==> config.mk <==
export PLATFORM = sky130hd
export DESIGN_NAME = wb_regfile_writeback_flat
export DESIGN_NICKNAME = d
export VERILOG_FILES = /design/src/rtl/wb_regfile_writeback_if.sv /design/src/rtl/wb_regfile_writeback.sv /design/src/flat_wrapper.sv
export SDC_FILE = /design/constraint.sdc
export NUM_CORES = 2
export LEC_CHECK = 0
export ABC_AREA = 1
export CAP_MARGIN = 20
export CORE_MARGIN = 5
export CORE_UTILIZATION = 51
export DETAILED_ROUTE_END_ITERATION = 6
export PLACE_DENSITY = 0.72
export SETUP_SLACK_MARGIN = 0.15
export SYNTH_ARGS = -nofsm -noshare
export SYNTH_HDL_FRONTEND = slang
export SYNTH_SLANG_ARGS = --single-unit
==> constraint.sdc <==
create_clock -name clk -period 1.9 [get_ports clk]
set_clock_uncertainty 0.05 [all_clocks]
set_input_delay 0.285 -clock clk [delete_from_list [all_inputs] [get_ports clk]]
set_output_delay 0.285 -clock clk [all_outputs]
set_load 0.01 [all_outputs]
==> src/rtl/wb_regfile_writeback_if.sv <==
// MEM/WB-to-writeback bus: pipeline slot inputs, decode read ports and writeback status.
// The master modport is the pipeline/decode side and the slave modport is the writeback stage.
interface wb_regfile_writeback_if #(
  parameter int XLEN  = 32,
  parameter int CNT_W = 64
);
  // retire_valid qualifies the MEM/WB slot and stall freezes it; there is no
  // back-pressure, so the slot is consumed exactly once, on the first edge
  // where retire_valid=1 and stall=0.
  logic             stall;
  logic             retire_valid;
  logic [XLEN-1:0]  ram_data;
  logic [XLEN-1:0]  alu_rd_result;
  logic [XLEN-1:0]  next_pc_data;
  logic [4:0]       rd_address;
  logic [1:0]       reg_write_data_src;
  logic             reg_write_enable;
  logic [4:0]       rs1_address;
  logic [4:0]       rs2_address;
  logic [XLEN-1:0]  rs1_data;
  logic [XLEN-1:0]  rs2_data;
  logic [XLEN-1:0]  wb_data;
  logic             wb_commit;
  logic [CNT_W-1:0] instret;
  logic             illegal_src;

  modport master (
    output stall, retire_valid, ram_data, alu_rd_result, next_pc_data,
           rd_address, reg_write_data_src, reg_write_enable,
           rs1_address, rs2_address,
    input  rs1_data, rs2_data, wb_data, wb_commit, instret, illegal_src
  );

  modport slave (
    input  stall, retire_valid, ram_data, alu_rd_result, next_pc_data,
           rd_address, reg_write_data_src, reg_write_enable,
           rs1_address, rs2_address,
    output rs1_data, rs2_data, wb_data, wb_commit, instret, illegal_src
  );
endinterface

==> src/rtl/wb_regfile_writeback.sv <==
// Writeback stage: selects the writeback value, commits it to the 32x32 register file,
// serves two async read ports, counts retirements and flags illegal sources. Option: WB_WRITE_THROUGH_EN.
module wb_regfile_writeback #(
  parameter int XLEN  = 32,
  parameter int NREGS = 32,
  parameter int CNT_W = 64
) (
  input logic                  clk,
  input logic                  reset_n,
  wb_regfile_writeback_if.slave bus
);

  typedef enum logic [1:0] {
    SRC_ALU     = 2'b00,
    SRC_RAM     = 2'b01,
    SRC_PC      = 2'b10,
    SRC_ILLEGAL = 2'b11
  } wb_src_e;

  logic [XLEN-1:0]  regs_q [NREGS];
  logic [XLEN-1:0]  regs_d [NREGS];
  logic [CNT_W-1:0] instret_q;
  logic [CNT_W-1:0] instret_d;
  logic             illegal_src_q;
  logic             illegal_src_d;

  logic             retire;
  logic             src_illegal;
  logic             wb_commit;
  logic [XLEN-1:0]  wb_data;
  logic [XLEN-1:0]  rs1_data;
  logic [XLEN-1:0]  rs2_data;

  assign retire      = bus.retire_valid & ~bus.stall;
  assign src_illegal = (bus.reg_write_data_src == SRC_ILLEGAL);
  assign wb_commit   = bus.reg_write_enable & retire &
                       (bus.rd_address != 5'd0) & ~src_illegal;

  always_comb begin
    wb_data = '0;
    case (bus.reg_write_data_src)
      SRC_ALU: wb_data = bus.alu_rd_result;
      SRC_RAM: wb_data = bus.ram_data;
      SRC_PC:  wb_data = bus.next_pc_data;
      default: wb_data = '0;
    endcase
  end

  always_comb begin
    regs_d = regs_q;
    if (wb_commit) begin
      regs_d[bus.rd_address] = wb_data;
    end
  end

  // Stores, branches and bubbles-with-valid all count; only stall and bubbles do not.
  always_comb begin
    instret_d = instret_q;
    if (retire) begin
      instret_d = instret_q + CNT_W'(1);
    end
  end

  always_comb begin
    illegal_src_d = illegal_src_q;
    if (bus.reg_write_enable & retire & src_illegal) begin
      illegal_src_d = 1'b1;
    end
  end

  always_ff @(posedge clk) begin
    if (!reset_n) begin
      regs_q        <= '{default: '0};
      instret_q     <= '0;
      illegal_src_q <= 1'b0;
    end else begin
      regs_q        <= regs_d;
      instret_q     <= instret_d;
      illegal_src_q <= illegal_src_d;
    end
  end

  // x0 reads as zero regardless of storage; the bypass only fires on a real commit,
  // so it can never return a value for x0.
  always_comb begin
    rs1_data = '0;
    if (bus.rs1_address != 5'd0) begin
      rs1_data = regs_q[bus.rs1_address];
    end
`ifdef WB_WRITE_THROUGH_EN
    if (wb_commit && (bus.rs1_address == bus.rd_address)) begin
      rs1_data = wb_data;
    end
`endif
  end

  always_comb begin
    rs2_data = '0;
    if (bus.rs2_address != 5'd0) begin
      rs2_data = regs_q[bus.rs2_address];
    end
`ifdef WB_WRITE_THROUGH_EN
    if (wb_commit && (bus.rs2_address == bus.rd_address)) begin
      rs2_data = wb_data;
    end
`endif
  end

  assign bus.rs1_data    = rs1_data;
  assign bus.rs2_data    = rs2_data;
  assign bus.wb_data     = wb_data;
  assign bus.wb_commit   = wb_commit;
  assign bus.instret     = instret_q;
  assign bus.illegal_src = illegal_src_q;

endmodule

==> src/flat_wrapper.sv <==
// flat-port wrapper written by rule: the top's interface ports become plain ports
module wb_regfile_writeback_flat 
#(
  parameter int XLEN  = 32,
  parameter int NREGS = 32,
  parameter int CNT_W = 64
)
  (clk, reset_n, bus_stall, bus_retire_valid, bus_ram_data, bus_alu_rd_result, bus_next_pc_data, bus_rd_address, bus_reg_write_data_src, bus_reg_write_enable, bus_rs1_address, bus_rs2_address, bus_rs1_data, bus_rs2_data, bus_wb_data, bus_wb_commit, bus_instret, bus_illegal_src);
  wb_regfile_writeback_if #(.XLEN(XLEN), .CNT_W(CNT_W)) bus_i ();
  input logic clk;
  input logic reset_n;
  input wire logic [$bits(bus_i.stall)-1:0] bus_stall;
  input wire logic [$bits(bus_i.retire_valid)-1:0] bus_retire_valid;
  input wire logic [$bits(bus_i.ram_data)-1:0] bus_ram_data;
  input wire logic [$bits(bus_i.alu_rd_result)-1:0] bus_alu_rd_result;
  input wire logic [$bits(bus_i.next_pc_data)-1:0] bus_next_pc_data;
  input wire logic [$bits(bus_i.rd_address)-1:0] bus_rd_address;
  input wire logic [$bits(bus_i.reg_write_data_src)-1:0] bus_reg_write_data_src;
  input wire logic [$bits(bus_i.reg_write_enable)-1:0] bus_reg_write_enable;
  input wire logic [$bits(bus_i.rs1_address)-1:0] bus_rs1_address;
  input wire logic [$bits(bus_i.rs2_address)-1:0] bus_rs2_address;
  output wire logic [$bits(bus_i.rs1_data)-1:0] bus_rs1_data;
  output wire logic [$bits(bus_i.rs2_data)-1:0] bus_rs2_data;
  output wire logic [$bits(bus_i.wb_data)-1:0] bus_wb_data;
  output wire logic [$bits(bus_i.wb_commit)-1:0] bus_wb_commit;
  output wire logic [$bits(bus_i.instret)-1:0] bus_instret;
  output wire logic [$bits(bus_i.illegal_src)-1:0] bus_illegal_src;
  assign bus_i.stall = bus_stall;
  assign bus_i.retire_valid = bus_retire_valid;
  assign bus_i.ram_data = bus_ram_data;
  assign bus_i.alu_rd_result = bus_alu_rd_result;
  assign bus_i.next_pc_data = bus_next_pc_data;
  assign bus_i.rd_address = bus_rd_address;
  assign bus_i.reg_write_data_src = bus_reg_write_data_src;
  assign bus_i.reg_write_enable = bus_reg_write_enable;
  assign bus_i.rs1_address = bus_rs1_address;
  assign bus_i.rs2_address = bus_rs2_address;
  assign bus_rs1_data = bus_i.rs1_data;
  assign bus_rs2_data = bus_i.rs2_data;
  assign bus_wb_data = bus_i.wb_data;
  assign bus_wb_commit = bus_i.wb_commit;
  assign bus_instret = bus_i.instret;
  assign bus_illegal_src = bus_i.illegal_src;
  wb_regfile_writeback #(.XLEN(XLEN), .NREGS(NREGS), .CNT_W(CNT_W)) u_core (.clk(clk), .reset_n(reset_n), .bus(bus_i));
endmodule
==> impl_metrics.py <==
metrics = {
    "yosys": {
        "syn-cell-area_um2": 59300,
        "postSynthCellCount": 9671,
        "synthArstFlopShare_pct": 0,
        "synthFlopType": "dfxtp_1",
        "yosysSeqAreaShare_pct": 36.76,
        "ys_warn_count": 0,
        "syn_avg_cell_area_um2": 6.132,
        "synth-edff-count": 0,
        "ys_seq_elements": 1089,
        "yosys.cell_types.count": 39,
        "synth_nets": 9790,
    },
    "worst_setup_path": {
        "crit_start": "u_core.regs_q[1014]$_SDFFE_PN0P_",
        "cp.depth": 10,
        "reg2reg_slack_ps": 230,
        "worstPathArrival_ps": 2160,
        "worstPathMaxFanout": 2,
        "reg2reg_from": "u_core.bus.instret[19]$_SDFFE_PN0N_",
        "critPathMaxStageDelay_ps": 330,
        "cpLargestDelayFamily": "simple AND/OR/NAND/NOR gates",
        "crit_chain": "buf_6, nand2_2, nand2_1, nand2_1, o21ai_1, o21ai_1, nor2_2, nor2_2, nor2_4, buf_6",
        "rr_endpoint": "u_core.bus.instret[57]$_SDFFE_PN0N_",
        "start_kind": "flop",
        "cp.required_ps": 1560,
        "path_buf_inv": 2,
        "crit_type": "flop to primary output",
        "crit_path_end": "bus_rs2_data[22]",
        "reg2regPathDepth": 10,
        "cp-end-kind": "primary output",
        "crit_path_top_delay_cell": "dfxtp_2",
    },
    "pwr": {
        "powerDensity_nw_per_um2": 700.9,
        "p_leak_uw": 0.03210,
        "irDropWorstVdd_mv": 0.7597,
    },
    "floorplan": {
        "design.core.area_um2": 115900,
        "floorplan.rows": 125,
        "die_h_um": 351.0,
        "die-width_um": 351.0,
        "io_pins": 280,
        "fp.dieArea_um2": 123200,
        "initial_core_util_pct": 51.17,
    },
    "cts": {
        "cts_root_buf": "clkbuf_16",
        "numCtsBuffers": 118,
        "path_clk_slew_ps": 60,
        "worstSkewPairLatency_ps": 750,
        "cts_tree": "done",
        "clock_sinks": 1089,
        "htree_num_levels": 3,
        "clock_path_buffers": 3,
    },
    "global_routing": {
        "grt_max_degree": 87,
        "grt_overflow_total": 0,
        "grt_pass1_vias": 69820,
        "grt_pass1_wl_um": 432400,
        "grt_use_total_pct": 45.85,
        "antenna_found_initial": 12,
    },
    "timing": {
        "finalSetupViolations": 93,
        "hold_viol": 0,
        "slew_headroom_pct": 23.56,
        "worst_slack_ps": -595.4,
        "fmax_mhz": 400.7,
        "post-route-min-period_ps": 2495,
        "rsz0062_at_grt": "yes",
        "drv_slew": 0,
        "worst_slew_pin_slew_ps": 1142,
        "timing.final.crit_share_pct": 131.3,
    },
    "routing": {
        "routed_wl_um": 303400,
        "drt_iter0_markers": 12880,
        "vias": 76450,
        "wl_per_cell_um": 25.17,
        "final_antenna_net_count": 0,
        "dr.pass1.iters": 7,
        "drcViolationCount": 8,
        "vias_per_cell": 6.341,
    },
    "layout": {
        "syn2layout_area_growth_pct": 38.51,
        "drive_gt1_share_pct": 28.53,
        "nFillCells": 9252,
        "multi_input_area_um2": 35420,
        "seq_area_um2": 22720,
        "final_nets": 10550,
        "stdcell_area_um2": 82140,
    },
    "placed_design": {
        "dp_hpwl_um": 195900,
        "placed_area_um2": 72430,
        "dpl_worst_slack_ps": -1169,
        "io_buffers": 279,
        "gp_congestion": 1.015,
    },
    "worst_hold_path": {
        "holdPathStages": 8,
        "hp-class": "primary input to flop",
    },
    "status": {
        "status": "finished, violations left",
        "violations": "design-rule violations, negative setup slack",
    },
    "run": {
        "maxCapViolations": 0,
    },
}
## cell usage after synthesis (8+ instances only)
library cell / instances / share of area (%)
nor2_1: 415 / 2.6
buf_4: 17 / 0.22
nand3_1: 1128 / 9.5
inv_2: 39 / 0.25
a21oi_2: 11 / 0.16
clkbuf_1: 477 / 3.0
inv_1: 373 / 2.4
buf_2: 245 / 2.1
buf_1: 78 / 0.49
o21ai_0: 816 / 6.9
dfxtp_1: 1089 / 37
o211ai_1: 44 / 0.56
nand2_1: 3406 / 22
o22ai_1: 15 / 0.16
o21ai_1: 30 / 0.25
nand4_1: 18 / 0.19
a21oi_1: 1381 / 12
nor3_4: 8 / 0.22
nor3_1: 17 / 0.14
## final cells by class
| cell class | count | area share (%) |
|---|---|---|
| flip-flops and latches | 1089 | 27.66 |
| well taps | 1524 | 2.321 |
| repair buffers | 1462 | 19.81 |
| clock inverters | 46 | 0.7586 |
| inverters | 414 | 2.085 |
| clock buffers | 165 | 4.201 |
| diodes | 12 | 0.03656 |
| multi-input cells | 7344 | 43.12 |
| repair inverters | 1 | 0.01371 |
## worst min-delay path by stage
stage	end	from	slack, ps
3_3_place_gp	u_core.regs_q[1007]$_SDFFE_PN0P_	u_core.regs_q[1007]$_SDFFE_PN0P_	380
5_1_grt	u_core.bus.illegal_src$_SDFFE_PN0P_	bus_reg_write_data_src[1]	230
2_1_floorplan	u_core.regs_q[1000]$_SDFFE_PN0P_	u_core.regs_q[1000]$_SDFFE_PN0P_	370
4_1_cts	u_core.bus.instret[2]$_SDFFE_PN0N_	bus_stall	190
3_5_place_dp	u_core.regs_q[1008]$_SDFFE_PN0P_	u_core.regs_q[1008]$_SDFFE_PN0P_	380
6_report	u_core.bus.illegal_src$_SDFFE_PN0P_	bus_reg_write_data_src[0]	190
## worst min-delay path, cell delays in order
cell and delay, ps:
buf_12 80, buf_8 110, nand2_4 50, inv_2 60
buf_12 110, buf_4 100, a31oi_1 70, nor2_1 70
## per-stage QoR
| step | power (µW) | TNS (ps) | hold WS [ps] | std cells | util, % |
|---|---|---|---|---|---|
| after CTS | 56410 | -26200 | 191.1 | 11970 | 68.44 |
| after global placement | 31720 | -805340 | 377.3 | 11700 | 62.49 |
| after floorplan | 27160 | 0 | 370.2 | 9671 | - |
| after detailed placement | 31770 | -822020 | 380.8 | 11700 | 62.50 |
| after global routing | 58590 | -34550 | 232.1 | 12050 | 70.85 |
| final | 57570 | -31410 | 188.8 | 12060 | 70.88 |
## report_power, final
group	switching, µW	internal (µW)	total [µW]
Sequential	36.7	22800	22900
Clock	10300	14300	24600
Combinational	6360	3730	10100
Total	16700	40900	57600
## flip-flops by register name, summed over array words and instances, names as in the netlist
| name | cells |
|---|---|
| u_core.bus.instret | 64 |
| u_core.regs_q | 1024 |
| u_core.bus.illegal_src | 1 |
## what timing repair did
| item | CTS | global route |
|---|---|---|
| cloned | 3 | 8 |
| hold buffers | 2 | 0 |
| pin swaps | 294 | 414 |
| hold endpoints to repair | 10 | 0 |
| resized for setup | 1725 | 937 |
| setup buffers | 56 | 66 |
| setup endpoints to repair | 1116 | 426 |
## logic make-up (layout without fill, tap and decap cells)
group           count (synthesis)  in the layout  share of synthesized area [%]
xor+xnor                       10             10                         0.1477
compound gates               2309           2309                          19.82
other cells                     0             12                              0
fa+ha+maj                       1              1                        0.02110
buf+inv                      1238           2088                          8.528
simple gates                 5024           5024                          34.72
flops                        1089           1089                          36.76
## routing by layer
layer | wire length [µm] | part of all wire, % | GRT usage, % | vias up
li1 | - | - | - | 33250
met5 | 176 | 0.058 | 0 | -
met1 | 103000 | 34 | 56.21 | 34700
met3 | 47110 | 16 | 14.65 | 1898
met2 | 121700 | 40 | 65.97 | 6593
met4 | 31410 | 10 | 36.90 | 11
## placed cells by master, fill, tap and decap left out, types with 162 or more instances in the layout
cell type	instances
inv_1	316
nor2_1	267
nand2_1	3210
dfxtp_2	624
a21oi_1	1270
o21ai_1	281
dfxtp_1	429
buf_4	780
buf_12	299
o21ai_0	498
nand3_1	1000
nand2_2	162
buf_6	162
Power figures use the tool's default switching activity.
